===== config.mk =====
export PLATFORM = sky130hd
export DESIGN_NAME = conv_frame_encoder
export DESIGN_NICKNAME = d
export VERILOG_FILES = /design/src/rtl/conv_enc_pkg.sv /design/src/rtl/conv_enc_step.sv /design/src/rtl/conv_frame_encoder.sv
export SDC_FILE = /design/constraint.sdc
export NUM_CORES = 1
export LEC_CHECK = 0
export CAP_MARGIN = 20
export CORE_MARGIN = 1
export CORE_UTILIZATION = 53
export DETAILED_ROUTE_END_ITERATION = 12
export HOLD_SLACK_MARGIN = 0.03
export PLACE_DENSITY = 0.79
export SYNTH_ARGS = -nofsm -noshare
export SYNTH_HDL_FRONTEND = slang
export SYNTH_SLANG_ARGS = --single-unit
export TNS_END_PERCENT = 50

===== constraint.sdc =====
create_clock -name clk -period 2.3 [get_ports clk]
set_clock_uncertainty 0.2 [all_clocks]
set_input_delay 0.575 -clock clk [delete_from_list [all_inputs] [get_ports clk]]
set_output_delay 0.575 -clock clk [all_outputs]
set_load 0.02 [all_outputs]

===== src/rtl/conv_enc_pkg.sv =====
// Shared types and code constants for the K=3, rate-1/2 convolutional encoder.
// Generators are 7/5 octal; used by both the RTL and the bench reference model.
package conv_enc_pkg;

  localparam int K = 3;
  localparam logic [K-1:0] G1 = 3'b111;
  localparam logic [K-1:0] G0 = 3'b101;

  typedef enum logic [1:0] {
    IDLE   = 2'd0,
    ENCODE = 2'd1,
    HOLD   = 2'd2
  } state_e;

  // Register image is {b, s[1], s[0]}; each output bit is the parity of its taps.
  function automatic logic [1:0] conv_bits(
    input logic       b,
    input logic [1:0] s
  );
    logic [K-1:0] r;
    r = {b, s};
    return {^(r & G1), ^(r & G0)};
  endfunction

endpackage


===== src/rtl/conv_enc_step.sv =====
// Combinational single-bit step of the 7/5 convolutional code.
// Produces {c1,c0} for input bit b and the next shift state.
module conv_enc_step
  import conv_enc_pkg::*;
(
  input  logic       b_i,
  input  logic [1:0] s_i,
  output logic [1:0] code_o,
  output logic [1:0] s_next_o
);

  assign code_o   = conv_bits(b_i, s_i);
  assign s_next_o = {b_i, s_i[1]};

endmodule


===== src/rtl/conv_frame_encoder.sv =====
// Word-to-frame convolutional encoder, one bit per clock, frame held until taken.
// Define CONV_ENC_STREAM_EN to carry the trellis state across frames.
module conv_frame_encoder
  import conv_enc_pkg::*;
#(
  parameter int DATA_W = 8
) (
  input  logic                  clk,
  input  logic                  rst_n,
  input  logic                  dvalid_i,
  input  logic [DATA_W-1:0]     data_i,
  output logic                  ready_o,
  output logic [2*DATA_W-1:0]   data_o,
  output logic                  valid_o,
  input  logic                  ready_i,
  output logic                  busy_o,
  output logic                  overrun_o
);

  localparam int CNT_W = (DATA_W > 1) ? $clog2(DATA_W) : 1;
  localparam int FW    = 2 * DATA_W;

`ifdef CONV_ENC_STREAM_EN
  localparam bit CLR_S = 1'b0;
`else
  localparam bit CLR_S = 1'b1;
`endif

  state_e              state_q, state_d;
  logic [DATA_W-1:0]   word_q, word_d;
  logic [CNT_W-1:0]    cnt_q, cnt_d;
  logic [1:0]          s_q, s_d;
  logic [FW-1:0]       acc_q, acc_d;
  logic [FW-1:0]       frame_q, frame_d;
  logic                ovr_q, ovr_d;
  logic                dv_q;

  logic [1:0]          code;
  logic [1:0]          s_nxt;
  logic                accept;

  conv_enc_step u_step (
    .b_i      (word_q[DATA_W-1]),
    .s_i      (s_q),
    .code_o   (code),
    .s_next_o (s_nxt)
  );

  assign valid_o   = (state_q == HOLD);
  assign busy_o    = (state_q != IDLE);
  assign ready_o   = (state_q == IDLE) | (valid_o & ready_i);
  assign accept    = dvalid_i & ready_o;
  assign data_o    = frame_q;
  assign overrun_o = ovr_q;

  always_comb begin
    state_d = state_q;
    word_d  = word_q;
    cnt_d   = cnt_q;
    s_d     = s_q;
    acc_d   = acc_q;
    frame_d = frame_q;
    // A held dvalid_i is one pending request; only a fresh one while blocked is lost.
    ovr_d   = ovr_q | (dvalid_i & ~ready_o & ~dv_q);

    unique case (state_q)
      IDLE: begin
        if (accept) begin
          state_d = ENCODE;
          word_d  = data_i;
          cnt_d   = CNT_W'(DATA_W - 1);
          s_d     = CLR_S ? 2'b00 : s_q;
        end
      end
      ENCODE: begin
        word_d = word_q << 1;
        acc_d  = {acc_q[FW-3:0], code};
        s_d    = s_nxt;
        if (cnt_q == '0) begin
          state_d = HOLD;
          frame_d = {acc_q[FW-3:0], code};
        end else begin
          cnt_d = cnt_q - 1'b1;
        end
      end
      HOLD: begin
        if (accept) begin
          state_d = ENCODE;
          word_d  = data_i;
          cnt_d   = CNT_W'(DATA_W - 1);
          s_d     = CLR_S ? 2'b00 : s_q;
        end else if (ready_i) begin
          state_d = IDLE;
        end
      end
      default: state_d = IDLE;
    endcase
  end

  always_ff @(posedge clk or negedge rst_n) begin
    if (!rst_n) begin
      state_q <= IDLE;
      word_q  <= '0;
      cnt_q   <= '0;
      s_q     <= 2'b00;
      acc_q   <= '0;
      frame_q <= '0;
      ovr_q   <= 1'b0;
      dv_q    <= 1'b0;
    end else begin
      state_q <= state_d;
      word_q  <= word_d;
      cnt_q   <= cnt_d;
      s_q     <= s_d;
      acc_q   <= acc_d;
      frame_q <= frame_d;
      ovr_q   <= ovr_d;
      dv_q    <= dvalid_i;
    end
  end

endmodule

==> impl_metrics.toml <==
[setup_path]
crit_slowest_cell = "clkdlybuf4s50_1"
arrival_ns = 1.46
slowest_delay_ns = 0.51
cp_cell_sequence = "clkdlybuf4s50_1 > nor2b_2 > nor2_1 > buf_2"
r2r_cells = 4
critPathLaunchType = "primary input"
critical_path_required_ns = 1.52
cp-end-kind = "output pin"
crit_type = "in -> out"
path_depth = 4
worst-path-max-fanout = 2
worst-path-buf-inv = 2
cp_top_family = "buffers and inverters"

[power]
powerDensity_nw_per_um2 = 1400
p_seq_share_pct = 40.7
p_sw_share_pct = 35.5
pwr-share-comb_pct = 43.9
peakVddDrop_mv = 0.794
power.switching_w = 0.00126
internal-power_w = 0.00229
pwr-share-clk_pct = 15.3
p_leak_nw = 1.21
p_total_w = 0.00355

[layout]
final_core_util_pct = 68.7
n_antenna_cell = 0
area_growth_pct = 22.5
final_nets = 216
finalNonFillerCells = 251
drive_above_1_share_pct = 26.6

[floorplanning]
rows = 22
die_x_um = 64.5
core_area_um2 = 3690
initial_core_util_pct = 56.0
die_area_um2 = 4150
num_io_pins = 32
die_h_um = 64.5

[drt]
vias = 1275
drt-wirelength-per-cell_um = 14.8
drc = 0
viasPerCell = 5.08
firstDrtPassIters = 4
wl_um = 3730
drtIter0Drc = 59
drtAntennaViolNets = 0

[synth]
synth_area_leaders = "dfrtp_1 (57%), mux2_2 (12%), nand2_1 (7.4%), mux2_4 (5.8%), buf_6 (1.6%)"
ys_seq_area_share_pct = 56.9
synth-edff-count = 0
yosysWarnings = 0
ys_async_sr_fraction_pct = 100
syn_nets = 177
ys_seq_elements = 47
syn-cell-area_um2 = 2070
syn-instance-count = 163
synth_top_area_share_pct = 56.9
synth_cell_type_count = 30
yosys.area.top_type = "dfrtp_1"
syn_avg_cell_area_um2 = 12.7
ys.flop_type = "dfrtp_1"

[clock_network]
clock_path_buffers = 2
cts_num_sinks = 47
clock_latency_ns = 0.30
htreeDepth = 2
clk_pin_slew_ns = 0.08
tritoncts = "done"
root_buffer = "clkbuf_8"
cts_made_buffers = 5
cts_hold_buf = 0

[placement]
place_ws_ns = -0.370
place.port_buffers = 31
gp_congestion = 0.775
dp_cells = 243
dp_hpwl_um = 2640

[timing]
report.final.slew_viol_count = 0
finalSetupViolations = 0
setup_slack_ns = 0.0683
fin_crit_sh_pct = 97.0
finalSetupTns_ns = 0
slew_headroom_pct = 65.7
worst_pin_slew_ns = 0.514
hold_violations = 0
max_freq_mhz = 448
rsz0062_at_grt = "no"
fin_crit_ns = 2.23

[grt]
overflow = 0
antenna_found_initial = 0
grt_pass1_wl_um = 6470
grt_pass1_vias = 1432
grt_use_total_pct = 20.9
grt_max_degree = 28

[run]
cap_violations = 0

[outcome]
status = "completed"

[min_path]
min_path_type = "in -> async"
-- metal layers --
| layer | track usage, % | wire length (µm) | up-vias | share of wire (%) |
|---|---|---|---|---|
| met2 | 36.1 | 1970 | 24 | 53 |
| met5 | 0 | 0 | - | 0 |
| met4 | 8.61 | 38 | 0 | 1.0 |
| met3 | 4.40 | 99 | 5 | 2.7 |
| met1 | 25.4 | 1620 | 633 | 43 |
| li1 | - | - | 613 | - |
-- through the flow --
| step | hold slack, ns | area, µm² |
|---|---|---|
| 4_1_cts | 0.0464 | 2540 |
| 2_1_floorplan | 0.0794 | 2070 |
| 3_5_place_dp | 0.224 | 2440 |
| 5_1_grt | 0.0645 | 2530 |
| 6_report | 0.0400 | 2530 |
| 3_3_place_gp | 0.212 | 2440 |
-- kinds of logic (layout without fill, tap and decap cells) --
family | after synthesis | in the layout | share of synthesized area [%]
compound gates | 13 | 13 | 5.69
mux | 31 | 31 | 18.3
xor+xnor | 2 | 2 | 0.848
flops | 47 | 47 | 56.9
simple gates | 53 | 53 | 12.3
fa+ha+maj | 2 | 2 | 1.21
buf+inv | 15 | 55 | 4.78
-- cell type report --
| type | count | area (µm²) |
|---|---|---|
| tap | 48 | 60.1 |
| fill | 274 | 1160 |
| clock inverter | 1 | 7.51 |
| timing repair buffer | 39 | 370 |
| sequential | 47 | 1180 |
| clock buffer | 7 | 96.3 |
| multi-input combinational | 101 | 792 |
| inverter | 8 | 30.0 |
-- repair_timing --
item / CTS / global route
setup endpoints to repair: 3 / 1
pin swaps: 0 / 0
setup buffers: 0 / 0
resized for setup: 5 / 1
-- cell usage in the layout, fill, tap and decap left out, types with 2 or more instances in the layout --
master,synthesis,layout
mux2_2,22,22
clkdlybuf4s50_1,0,27
dlygate4sd2_1,0,2
buf_4,0,7
o21ai_0,4,4
ha_1,2,2
nand2_1,41,41
buf_2,3,2
xnor2_1,2,2
mux2_4,8,8
dfrtp_1,47,47
nor2_1,3,3
inv_1,8,8
clkbuf_8,0,7
and2b_1,2,2
-- cell usage after synthesis, types with 2 or more instances --
master,n
nand2_1,41
mux2_4,8
mux2_2,22
buf_6,3
inv_1,8
o21ai_0,4
and2b_1,2
ha_1,2
xnor2_1,2
dfrtp_1,47
nor2_1,3
buf_2,3
-- registers in the layout (all words and copies together), names as in the netlist --
signal / flops
data_o: 16
acc_q: 14
word_q: 8
cnt_q: 3
s_q: 2
state_q: 2
dv_q: 1
overrun_o: 1
-- power groups by stage --
| stage | Clock (W) | Sequential (W) | Combinational [W] |
|---|---|---|---|
| 4_1_cts | 0.000556 | 0.00145 | 0.00159 |
| 3_3_place_gp | 0 | 0.00143 | 0.00151 |
| 5_1_grt | 0.000585 | 0.00149 | 0.00171 |
| 3_5_place_dp | 0 | 0.00146 | 0.00159 |
| 2_1_floorplan | 0 | 0.00156 | 0.000943 |
| 6_report | 0.000545 | 0.00145 | 0.00156 |
-- path summary, 6_finish.rpt --
check | to | slack [ns] | start
max | ready_o | 0.07 | ready_i
min in group clk | overrun_o$_DFF_PN0_ | 0.23 | dv_q$_DFF_PN0_
max reg2reg | data_o[2]$_DFFE_PN0P_ | 0.26 | state_q[0]$_DFFE_PN0P_
min | overrun_o$_DFF_PN0_ | 0.04 | rst_n
min reg2reg | overrun_o$_DFF_PN0_ | 0.23 | dv_q$_DFF_PN0_
max in group asynchronous | data_o[5]$_DFFE_PN0P_ | 1.35 | rst_n
(Power assumes the default switching activity.)
